`src/rtl/id_ex_stage_reg.sv`:
```
// ---------------------------------------------------------------------------
// id_ex_stage_reg
//
// Decode-to-execute pipeline register for the 64-bit in-order pipeline.
// Captures the decoded operands and control of the instruction in decode and
// presents them to the execute stage and its forwarding unit. It also detects
// load-use hazards against the instruction currently in EX, stalls fetch and
// decode for one cycle, and inserts a bubble in their place.
//
// Update priority on each rising clk edge, highest first:
//   reset       -> everything cleared, including the bubble counter
//   in_flush    -> bubble loaded (squashes the decode instruction)
//   in_mem_hold -> register and counter frozen
//   load-use    -> bubble loaded, bubble counter incremented (saturating)
//   otherwise   -> decode instruction captured
//
// Ports:
//   clk, reset                 rising-edge clock, synchronous active-high reset
//   in_valid                   decode stage holds a valid instruction
//   in_rs1/in_rs2/in_rd        register indices (5 bits)
//   in_rs1_used/in_rs2_used    instruction actually reads rs1/rs2
//   in_reg_write               instruction writes rd
//   in_mem_read/in_mem_write   load / store
//   in_alu_op                  ALU operation code
//   in_rs1_data/in_rs2_data    register file read data
//   in_imm, in_pc              sign-extended immediate, instruction PC
//   in_flush                   taken branch resolved in EX
//   in_mem_hold                memory stage busy, freeze the pipeline
//   out_stall_id               combinational: hold PC and IF/ID register
//   out_*                      registered ID/EX contents
//   out_bubble_cnt             load-use bubbles inserted since reset
// ---------------------------------------------------------------------------
module id_ex_stage_reg #(
  parameter int BUS_DATA_WIDTH = 64,
  parameter int ALU_OP_WIDTH   = 5,
  parameter int CNT_WIDTH      = 32
) (
  input  logic                      clk,
  input  logic                      reset,
  input  logic                      in_valid,
  input  logic [4:0]                in_rs1,
  input  logic [4:0]                in_rs2,
  input  logic                      in_rs1_used,
  input  logic                      in_rs2_used,
  input  logic [4:0]                in_rd,
  input  logic                      in_reg_write,
  input  logic                      in_mem_read,
  input  logic                      in_mem_write,
  input  logic [ALU_OP_WIDTH-1:0]   in_alu_op,
  input  logic [BUS_DATA_WIDTH-1:0] in_rs1_data,
  input  logic [BUS_DATA_WIDTH-1:0] in_rs2_data,
  input  logic [BUS_DATA_WIDTH-1:0] in_imm,
  input  logic [BUS_DATA_WIDTH-1:0] in_pc,
  input  logic                      in_flush,
  input  logic                      in_mem_hold,
  output logic                      out_stall_id,
  output logic                      out_valid,
  output logic [4:0]                out_rs1,
  output logic [4:0]                out_rs2,
  output logic [4:0]                out_rd,
  output logic                      out_reg_write,
  output logic                      out_mem_read,
  output logic                      out_mem_write,
  output logic [ALU_OP_WIDTH-1:0]   out_alu_op,
  output logic [BUS_DATA_WIDTH-1:0] out_rs1_data,
  output logic [BUS_DATA_WIDTH-1:0] out_rs2_data,
  output logic [BUS_DATA_WIDTH-1:0] out_imm,
  output logic [BUS_DATA_WIDTH-1:0] out_pc,
  output logic [CNT_WIDTH-1:0]      out_bubble_cnt
);

  // One ID/EX entry. An all-zero entry is exactly a bubble.
  typedef struct packed {
    logic                      valid;
    logic [4:0]                rs1;
    logic [4:0]                rs2;
    logic [4:0]                rd;
    logic                      reg_write;
    logic                      mem_read;
    logic                      mem_write;
    logic [ALU_OP_WIDTH-1:0]   alu_op;
    logic [BUS_DATA_WIDTH-1:0] rs1_data;
    logic [BUS_DATA_WIDTH-1:0] rs2_data;
    logic [BUS_DATA_WIDTH-1:0] imm;
    logic [BUS_DATA_WIDTH-1:0] pc;
  } id_ex_t;

  id_ex_t               stage_q;
  id_ex_t               capture;
  logic [CNT_WIDTH-1:0] bubble_cnt_q;
  logic                 ex_is_load;
  logic                 rs1_hit;
  logic                 rs2_hit;
  logic                 load_use;

  // -------------------------------------------------------------------------
  // Load-use detection against the instruction currently in EX. A load to x0
  // never produces a value worth waiting for, so it is excluded.
  // -------------------------------------------------------------------------
  assign ex_is_load = stage_q.valid & stage_q.mem_read & (stage_q.rd != 5'd0);
  assign rs1_hit    = in_rs1_used & (in_rs1 == stage_q.rd);
  assign rs2_hit    = in_rs2_used & (in_rs2 == stage_q.rd);
  assign load_use   = ex_is_load & in_valid & (rs1_hit | rs2_hit);

  // A flush squashes the decode instruction anyway, so a hazard it carries
  // must not stall fetch; a memory hold freezes everything regardless.
  assign out_stall_id = ~reset & (in_mem_hold | (load_use & ~in_flush));

  // -------------------------------------------------------------------------
  // Next entry for the normal (capture) case. An invalid decode slot keeps
  // its data but drops every control bit, so the forwarding unit never sees
  // a stale RegWrite from a non-instruction.
  // -------------------------------------------------------------------------
  // NOTE: every field is assigned before any conditional override so this
  // block stays purely combinational and no latch is inferred.
  always_comb begin
    capture           = '0;
    capture.valid     = in_valid;
    capture.rs1       = in_rs1;
    capture.rs2       = in_rs2;
    capture.rd        = in_rd;
    capture.reg_write = in_reg_write;
    capture.mem_read  = in_mem_read;
    capture.mem_write = in_mem_write;
    capture.alu_op    = in_alu_op;
    capture.rs1_data  = in_rs1_data;
    capture.rs2_data  = in_rs2_data;
    capture.imm       = in_imm;
    capture.pc        = in_pc;
    if (!in_valid) begin
      capture.reg_write = 1'b0;
      capture.mem_read  = 1'b0;
      capture.mem_write = 1'b0;
    end
  end

  // -------------------------------------------------------------------------
  // Pipeline register and bubble counter. Reset is synchronous so it is
  // sampled like any other input and overrides flush, hold and hazards.
  // -------------------------------------------------------------------------
  // NOTE: state is written with non-blocking assignments so every register
  // samples the pre-edge values, independent of statement order.
  always_ff @(posedge clk) begin
    if (reset) begin
      stage_q      <= '0;
      bubble_cnt_q <= '0;
    end else if (in_flush) begin
      stage_q <= '0;
    end else if (in_mem_hold) begin
      stage_q      <= stage_q;
      bubble_cnt_q <= bubble_cnt_q;
    end else if (load_use) begin
      stage_q <= '0;
      if (bubble_cnt_q != '1) begin
        bubble_cnt_q <= bubble_cnt_q + 1'b1;
      end
    end else begin
      stage_q <= capture;
    end
  end

  assign out_valid      = stage_q.valid;
  assign out_rs1        = stage_q.rs1;
  assign out_rs2        = stage_q.rs2;
  assign out_rd         = stage_q.rd;
  assign out_reg_write  = stage_q.reg_write;
  assign out_mem_read   = stage_q.mem_read;
  assign out_mem_write  = stage_q.mem_write;
  assign out_alu_op     = stage_q.alu_op;
  assign out_rs1_data   = stage_q.rs1_data;
  assign out_rs2_data   = stage_q.rs2_data;
  assign out_imm        = stage_q.imm;
  assign out_pc         = stage_q.pc;
  assign out_bubble_cnt = bubble_cnt_q;

endmodule

```
`config.mk`:
```
export PLATFORM = sky130hd
export DESIGN_NAME = id_ex_stage_reg
export DESIGN_NICKNAME = d
export VERILOG_FILES = /design/src/rtl/id_ex_stage_reg.sv
export SDC_FILE = /design/constraint.sdc
export NUM_CORES = 1
export LEC_CHECK = 0
export CAP_MARGIN = 0
export CORE_AREA = 2 2 230 232
export CTS_CLUSTER_DIAMETER = 50
export DETAILED_ROUTE_END_ITERATION = 12
export DIE_AREA = 0 0 232 234
export PLACE_DENSITY = 0.62
export SYNTH_ARGS = -nofsm -noshare
export SYNTH_HDL_FRONTEND = slang
export SYNTH_SLANG_ARGS = --single-unit
```
`constraint.sdc`:
```
create_clock -name clk -period 6.11 [get_ports clk]
set_clock_uncertainty 0.2 [all_clocks]
set_input_delay 1.222 -clock clk [delete_from_list [all_inputs] [get_ports clk]]
set_output_delay 1.222 -clock clk [all_outputs]
set_load 0.02 [all_outputs]
```
==> results of run 1 <==
-- worst max-delay path: stages --
cell	delay [ns]
sky130_fd_sc_hd__clkdlybuf4s50_1	0.52
sky130_fd_sc_hd__xnor2_1	0.15
sky130_fd_sc_hd__nand4_1	0.17
sky130_fd_sc_hd__o22ai_4	0.33
sky130_fd_sc_hd__nand2b_4	0.07
sky130_fd_sc_hd__o21ba_2	0.19
sky130_fd_sc_hd__nor2_1	0.08
sky130_fd_sc_hd__clkdlybuf4s50_1	0.62
-- sequential cells by signal, indices dropped and copies added, names as in the netlist --
signal / flops
out_reg_write: 1
out_rs2: 5
out_rs1_data: 64
out_bubble_cnt: 32
out_alu_op: 5
out_valid: 1
out_imm: 64
out_mem_write: 1
out_rs1: 5
out_rd: 5
out_rs2_data: 64
out_pc: 64
out_mem_read: 1
-- worst max path at each step --
stage | to
after floorplan | out_stall_id
after global placement | out_stall_id
after global routing | out_stall_id
final | out_stall_id
after detailed placement | out_stall_id
after CTS | out_stall_id
-- Yosys cell counts (2+ instances only) --
cell,count,area [sq um]
sky130_fd_sc_hd__dfxtp_1,312,6250
sky130_fd_sc_hd__nand2_1,299,1120
sky130_fd_sc_hd__a21oi_1,289,1450
sky130_fd_sc_hd__nand3b_1,277,2080
sky130_fd_sc_hd__clkbuf_1,98,368
sky130_fd_sc_hd__nor2_1,26,97.6
sky130_fd_sc_hd__buf_2,24,120
sky130_fd_sc_hd__or4_1,15,113
sky130_fd_sc_hd__nor2b_1,14,87.6
sky130_fd_sc_hd__nand4_1,12,75.1
sky130_fd_sc_hd__xnor2_1,12,105
sky130_fd_sc_hd__buf_4,11,82.6
sky130_fd_sc_hd__o21ai_0,11,55.1
sky130_fd_sc_hd__nand3_1,10,50.1
sky130_fd_sc_hd__inv_1,8,30.0
sky130_fd_sc_hd__o31ai_1,8,60.1
sky130_fd_sc_hd__mux2_2,7,78.8
sky130_fd_sc_hd__nor3_1,7,35.0
sky130_fd_sc_hd__or3_1,5,31.3
sky130_fd_sc_hd__a32oi_1,3,26.3
sky130_fd_sc_hd__nor4_1,3,18.8
sky130_fd_sc_hd__mux2_1,2,22.5
sky130_fd_sc_hd__or4_4,2,22.5
-- metal layers --
metal	track usage	up-vias
met5	0	-
met4	0.0467	0
met3	0.0557	60
met2	0.256	432
met1	0.178	5698
li1	-	6089
-- logic make-up (layout without fill, tap and decap cells) --
family / after synthesis / count (layout) / share of synthesized area
multiplexers: 10 / 10 / 0.00888
AO/OA/AOI/OAI: 316 / 316 / 0.131
flip-flops: 312 / 312 / 0.498
adder cells (fa/ha/maj): 1 / 1 / 0.000998
AND/OR/NAND/NOR: 678 / 678 / 0.304
buffers and inverters: 141 / 694 / 0.0479
XOR/XNOR: 13 / 13 / 0.00908
-- cell type report --
type                    instances  area, sq um
clock buffers                  58         1240
clock inverters                19          184
fillers                      5194        31600
inverters                       8         30.0
multi-input cells            1018         5700
flip-flops and latches        312         6250
well taps                     688          861
repair buffers                609         6110
-- report_power, final --
group | leakage, nW | internal (mW) | switching [mW]
Clock | 0.693 | 1.52 | 0.943
Sequential | 2.54 | 2.09 | 0.0318
Combinational | 3.62 | 0.341 | 0.272
==> impl_metrics.py, run 1 <==
metrics = {
    "drt": {
        "remaining_drc_errors": 0,
        "met3WireLength_mm": 4.07,
        "finalWirelength_mm": 44.6,
        "routed-via-count": 12279,
        "met2_length_mm": 21.4,
        "detail_route.first_pass.iterations": 5,
        "post_drt_via_cell_ratio": 4.53,
        "postRouteAntennaNets": 0,
        "wl_per_cell_um": 16.5,
        "highest_layer": "met4",
        "routedLengthMet1_mm": 18.1,
        "drt_first_iter_violations": 589,
    },
    "global_routing": {
        "antenna_found_initial": 0,
        "grt_usage": 0.151,
        "first_global_vias": 11626,
        "grt_start_max_net_pins": 258,
        "grt_first_pass_wirelength_mm": 65.6,
        "grt_remaining_overflow": 0,
    },
    "clock_tree": {
        "cts_hold_repair.buffers": 0,
        "h-tree-depth": 2,
        "cts_resized": 0,
        "clockBufferDepth": 3,
        "clkLatencyLatePin_ns": 0.54,
        "tritoncts_clock_tree": "yes",
        "postCtsSetupRepairBufs": 0,
        "cts-buffers-inserted": 42,
        "cts_root_buf": "sky130_fd_sc_hd__clkbuf_16",
        "clock_sink_count": 312,
        "worst_setup_hold_path_clk_slew_ns": 0.05,
    },
    "synth": {
        "synth_ff_type": "sky130_fd_sc_hd__dfxtp_1",
        "synth_cell_types": 39,
        "yosys_register_bits": 312,
        "ys.warnings.count": 0,
        "syn_nets": 1758,
        "share_of_synthesized_area_occupied_by_flip_flops_and_latches": 0.498,
        "syn-instance-count": 1471,
        "mapped_cell_area_sq_um": 12500,
        "post_synth.cell_area_avg_sq_um": 8.52,
        "synth_edf_count": 0,
        "asyncSetResetFlopFracSynth": 0,
    },
    "setup_path": {
        "maximum_fanout_count_along_the_critical_path": 6,
        "startpoint_type": "primary input",
        "timing.critical_path.required_ns": 4.69,
        "arrival_ns": 3.35,
        "critical_path.endpoint_type": "primary output",
        "regToRegSetupSlack_ns": 2.31,
        "reg2reg_depth": 7,
        "regToRegEndpoint": "out_rs2_data[48]$_SDFFE_PP0N_",
        "critPathLaunch": "in_rs2[3]",
        "worstSetupPathType": "primary input to primary output",
        "crit-reg2reg-launch": "out_rd[0]$_SDFFE_PP0N_",
    },
    "timing": {
        "final.setup.worst_slack_ns": 1.33,
        "slew-limit-headroom": 0.174,
        "finalMaxSlewViolations": 0,
        "rsz0062_at_grt": "no",
        "crit_path_time_final_ns": 4.78,
        "setup_viol": 0,
        "timing.hold.ws_ns": 0.257,
        "max_clock_freq_mhz": 209,
        "fin_crit_sh": 0.782,
        "setup-tns-final_ns": 0,
        "transition_time_at_the_pin_with_the_least_slew_margin_ns": 1.24,
        "hold_viol": 0,
    },
    "hold_path": {
        "hold_class": "flip-flop to flip-flop",
        "holdCritStartpoint": "out_rs1_data[49]$_SDFFE_PP0N_",
        "min_delay_path_depth": 2,
        "min_to": "out_rs1_data[49]$_SDFFE_PP0N_",
    },
    "power": {
        "leakage_nw": 6.86,
        "max-vdd-ir-drop_uv": 194,
        "power_per_cell_area_nw_per_um2": 255,
        "report.power.total_mw": 5.20,
    },
    "layout": {
        "share_of_layout_cells_above_drive_strength_1": 0.0499,
        "most-common-layout-cells": "597 x sky130_fd_sc_hd__clkdlybuf4s50_1, 312 x sky130_fd_sc_hd__dfxtp_1, 299 x sky130_fd_sc_hd__nand2_1",
        "final_design_area_no_fill_sq_um": 20400,
        "antenna-diode-count": 0,
        "final-instance-count-excl-fill": 2712,
        "post-route-util": 0.392,
        "layout.cells.most_common": "sky130_fd_sc_hd__clkdlybuf4s50_1",
        "design.final.nets": 2278,
        "areaGrowthSynthToFinish_pct": 62.5,
    },
    "floorplan": {
        "core_region_area_sq_um": 52000,
        "pin_count": 599,
        "fp-row-count": 84,
        "die_w_um": 232,
        "die_h_um": 234,
        "initial_core_util": 0.241,
        "die-area_sq_um": 54300,
    },
    "place": {
        "place_area_sq_um": 18900,
        "place_worst_setup_slack_ns": 1.33,
        "numPortBuffers": 598,
        "post-place-cells": 2635,
        "placer_congestion_estimate": 0.806,
        "detailedPlacementHpwl_mm": 31.0,
    },
    "flow_run": {
        "max-cap-violations": 0,
    },
    "run_status": {
        "status": "complete, no violations",
    },
}
Note: power is estimated with default switching activity, not from simulation.
==> run 2, diff against run 1 <==
CORE_AREA = 2 2 232 234   (was 2 2 230 232)
DIE_AREA = 0 0 234 236   (was 0 0 232 234)
clock period = 4.71 ns   (was 6.11 ns; I/O delays follow)
==> run 2 against run 1 <==
Against the previous run:
- hold slack better by 0.00079 ns
- highest routed layer is now met5
- via count increased by 0.98%
- final cell count grew 0.66%
- wire length grew 3.4%
- critical path type unchanged
- setup slack worse by 0.88 ns
- sequential power rose by 30%
- clock-buffer cell count decreased by 4
- die area is 1.7% higher
- largest power group unchanged
==> impl_metrics.py, run 2 (same netlist as run 1, synthesis figures left out) <==
metrics = {
    "run_status": {
        "status": "complete, no violations",
    },
    "clock_tree": {
        "tritoncts_clock_tree": "yes",
        "cts-buffers-inserted": 45,
        "h-tree-depth": 2,
        "cts_root_buf": "sky130_fd_sc_hd__clkbuf_16",
        "clockBufferDepth": 3,
        "cts_hold_repair.buffers": 0,
        "cts_resized": 0,
        "clkLatencyLatePin_ns": 0.56,
        "clock_sink_count": 312,
        "postCtsSetupRepairBufs": 0,
        "worst_setup_hold_path_clk_slew_ns": 0.06,
    },
    "global_routing": {
        "grt_usage": 0.157,
        "grt_remaining_overflow": 0,
        "antenna_found_initial": 3,
        "grt_first_pass_wirelength_mm": 68.7,
        "grt_start_max_net_pins": 211,
        "first_global_vias": 12126,
    },
    "floorplan": {
        "initial_core_util": 0.236,
        "die_w_um": 234,
        "fp-row-count": 85,
        "die-area_sq_um": 55200,
        "core_region_area_sq_um": 53100,
        "die_h_um": 236,
        "pin_count": 599,
    },
    "power": {
        "power.sequential.fraction": 0.396,
        "internal_power_mw": 5.27,
        "share_of_power_burned_in_combinational_logic": 0.114,
        "clock_power_share": 0.490,
        "max-vdd-ir-drop_uv": 222,
        "power.net_switching_mw": 1.69,
        "power_per_cell_area_nw_per_um2": 339,
        "power.switching_fraction": 0.243,
        "leakage_nw": 6.91,
    },
    "drt": {
        "postRouteAntennaNets": 0,
        "met2_length_mm": 22.1,
        "highest_layer": "met5",
        "met3WireLength_mm": 3.69,
        "routed-via-count": 12399,
        "remaining_drc_errors": 0,
        "routedLengthMet1_mm": 18.8,
        "drt_first_iter_violations": 551,
        "post_drt_via_cell_ratio": 4.54,
        "finalWirelength_mm": 46.1,
        "wl_per_cell_um": 16.9,
        "detail_route.first_pass.iterations": 4,
    },
    "setup_path": {
        "setup.worst_path.end": "out_stall_id",
        "maximum_fanout_count_along_the_critical_path": 6,
        "timing.critical_path.required_ns": 3.57,
        "worstSetupPathType": "primary input to primary output",
        "critical_path.endpoint_type": "primary output",
        "startpoint_type": "primary input",
        "reg2reg_depth": 7,
        "critPathLaunch": "in_rs2[1]",
        "crit-reg2reg-launch": "out_rd[0]$_SDFFE_PP0N_",
        "arrival_ns": 3.11,
        "regToRegSetupSlack_ns": 1.41,
        "regToRegEndpoint": "out_rs1_data[56]$_SDFFE_PP0N_",
    },
    "layout": {
        "share_of_layout_cells_above_drive_strength_1": 0.0546,
        "layout.cells.most_common": "sky130_fd_sc_hd__clkdlybuf4s50_1",
        "final-instance-count-excl-fill": 2730,
        "design.final.nets": 2285,
        "areaGrowthSynthToFinish_pct": 63.7,
        "most-common-layout-cells": "597 x sky130_fd_sc_hd__clkdlybuf4s50_1, 312 x sky130_fd_sc_hd__dfxtp_1, 299 x sky130_fd_sc_hd__nand2_1",
    },
    "timing": {
        "hold_viol": 0,
        "finalMaxSlewViolations": 0,
        "fin_crit_sh": 0.903,
        "transition_time_at_the_pin_with_the_least_slew_margin_ns": 1.34,
        "setup-tns-final_ns": 0,
        "rsz0062_at_grt": "no",
        "crit_path_time_final_ns": 4.25,
        "slew-limit-headroom": 0.110,
        "max_clock_freq_mhz": 235,
        "setup_viol": 0,
    },
    "place": {
        "numPortBuffers": 598,
        "detailedPlacementHpwl_mm": 32.1,
        "placer_congestion_estimate": 0.814,
        "post-place-cells": 2647,
    },
    "flow_run": {
        "max-cap-violations": 0,
    },
    "hold_path": {
        "hold_class": "flip-flop to flip-flop",
    },
}
## run 2: area by class of cell
cell class / instances / area (sq um)
Fill cell: 5269 / 32500
Sequential cell: 312 / 6250
Timing Repair Buffer: 613 / 6150
Multi-Input combinational cell: 1018 / 5700
Clock buffer: 54 / 1200
Tap cell: 696 / 871
Clock inverter: 28 / 322
Inverter: 8 / 30.0
Antenna cell: 1 / 2.50
## run 2: routing by layer
| metal | global-route usage | vias up |
|---|---|---|
| met3 | 0.0499 | 88 |
| met2 | 0.268 | 422 |
| met4 | 0.0579 | 4 |
| met1 | 0.182 | 5770 |
| met5 | 0 | - |
| li1 | - | 6115 |
## run 2: power groups by stage
stage / logic (mW) / clock network [mW] / registers, mW
final: 0.793 / 3.41 / 2.76
after global routing: 0.851 / 3.61 / 2.77
after CTS: 0.802 / 3.51 / 2.76
after detailed placement: 0.797 / 0 / 2.82
after global placement: 0.788 / 0 / 2.81
after floorplan: 0.243 / 0 / 2.90
## run 2: worst min-delay path by stage
| stage | from | end | slack, ns | cells past startpoint |
|---|---|---|---|---|
| 6_report | out_rs1_data[23]$_SDFFE_PP0N_ | out_rs1_data[23]$_SDFFE_PP0N_ | 0.26 | 2 |
| 5_1_grt | out_pc[36]$_SDFFE_PP0N_ | out_pc[36]$_SDFFE_PP0N_ | 0.27 | 2 |
| 4_1_cts | out_pc[56]$_SDFFE_PP0N_ | out_pc[56]$_SDFFE_PP0N_ | 0.26 | 2 |
| 3_5_place_dp | out_rs1_data[57]$_SDFFE_PP0N_ | out_rs1_data[57]$_SDFFE_PP0N_ | 0.25 | 2 |
| 3_3_place_gp | out_rs1_data[49]$_SDFFE_PP0N_ | out_rs1_data[49]$_SDFFE_PP0N_ | 0.25 | 2 |
| 2_1_floorplan | out_rs1_data[49]$_SDFFE_PP0N_ | out_rs1_data[49]$_SDFFE_PP0N_ | 0.33 | 2 |
## run 2: per-stage QoR
stage | area, sq um | util | worst slack [ns] | total power [mW] | hold WS [ns]
floorplan | 12500 | - | 1.26 | 3.14 | 0.330
global placement | 19000 | 0.358 | 0.444 | 3.60 | 0.245
detailed placement | 19000 | 0.358 | 0.439 | 3.61 | 0.251
CTS | 20500 | 0.387 | 0.438 | 7.07 | 0.259
global route | 20500 | 0.387 | 0.381 | 7.23 | 0.274
finish | 20500 | 0.387 | 0.456 | 6.96 | 0.257
## run 2: worst max-delay path: stages
cell,delay (ns)
sky130_fd_sc_hd__clkdlybuf4s50_1,0.51
sky130_fd_sc_hd__xnor2_1,0.16
sky130_fd_sc_hd__nand4_1,0.18
sky130_fd_sc_hd__o22ai_4,0.32
sky130_fd_sc_hd__nand2b_4,0.09
sky130_fd_sc_hd__o21ba_2,0.20
sky130_fd_sc_hd__nor2_1,0.09
sky130_fd_sc_hd__clkdlybuf4s50_1,0.62
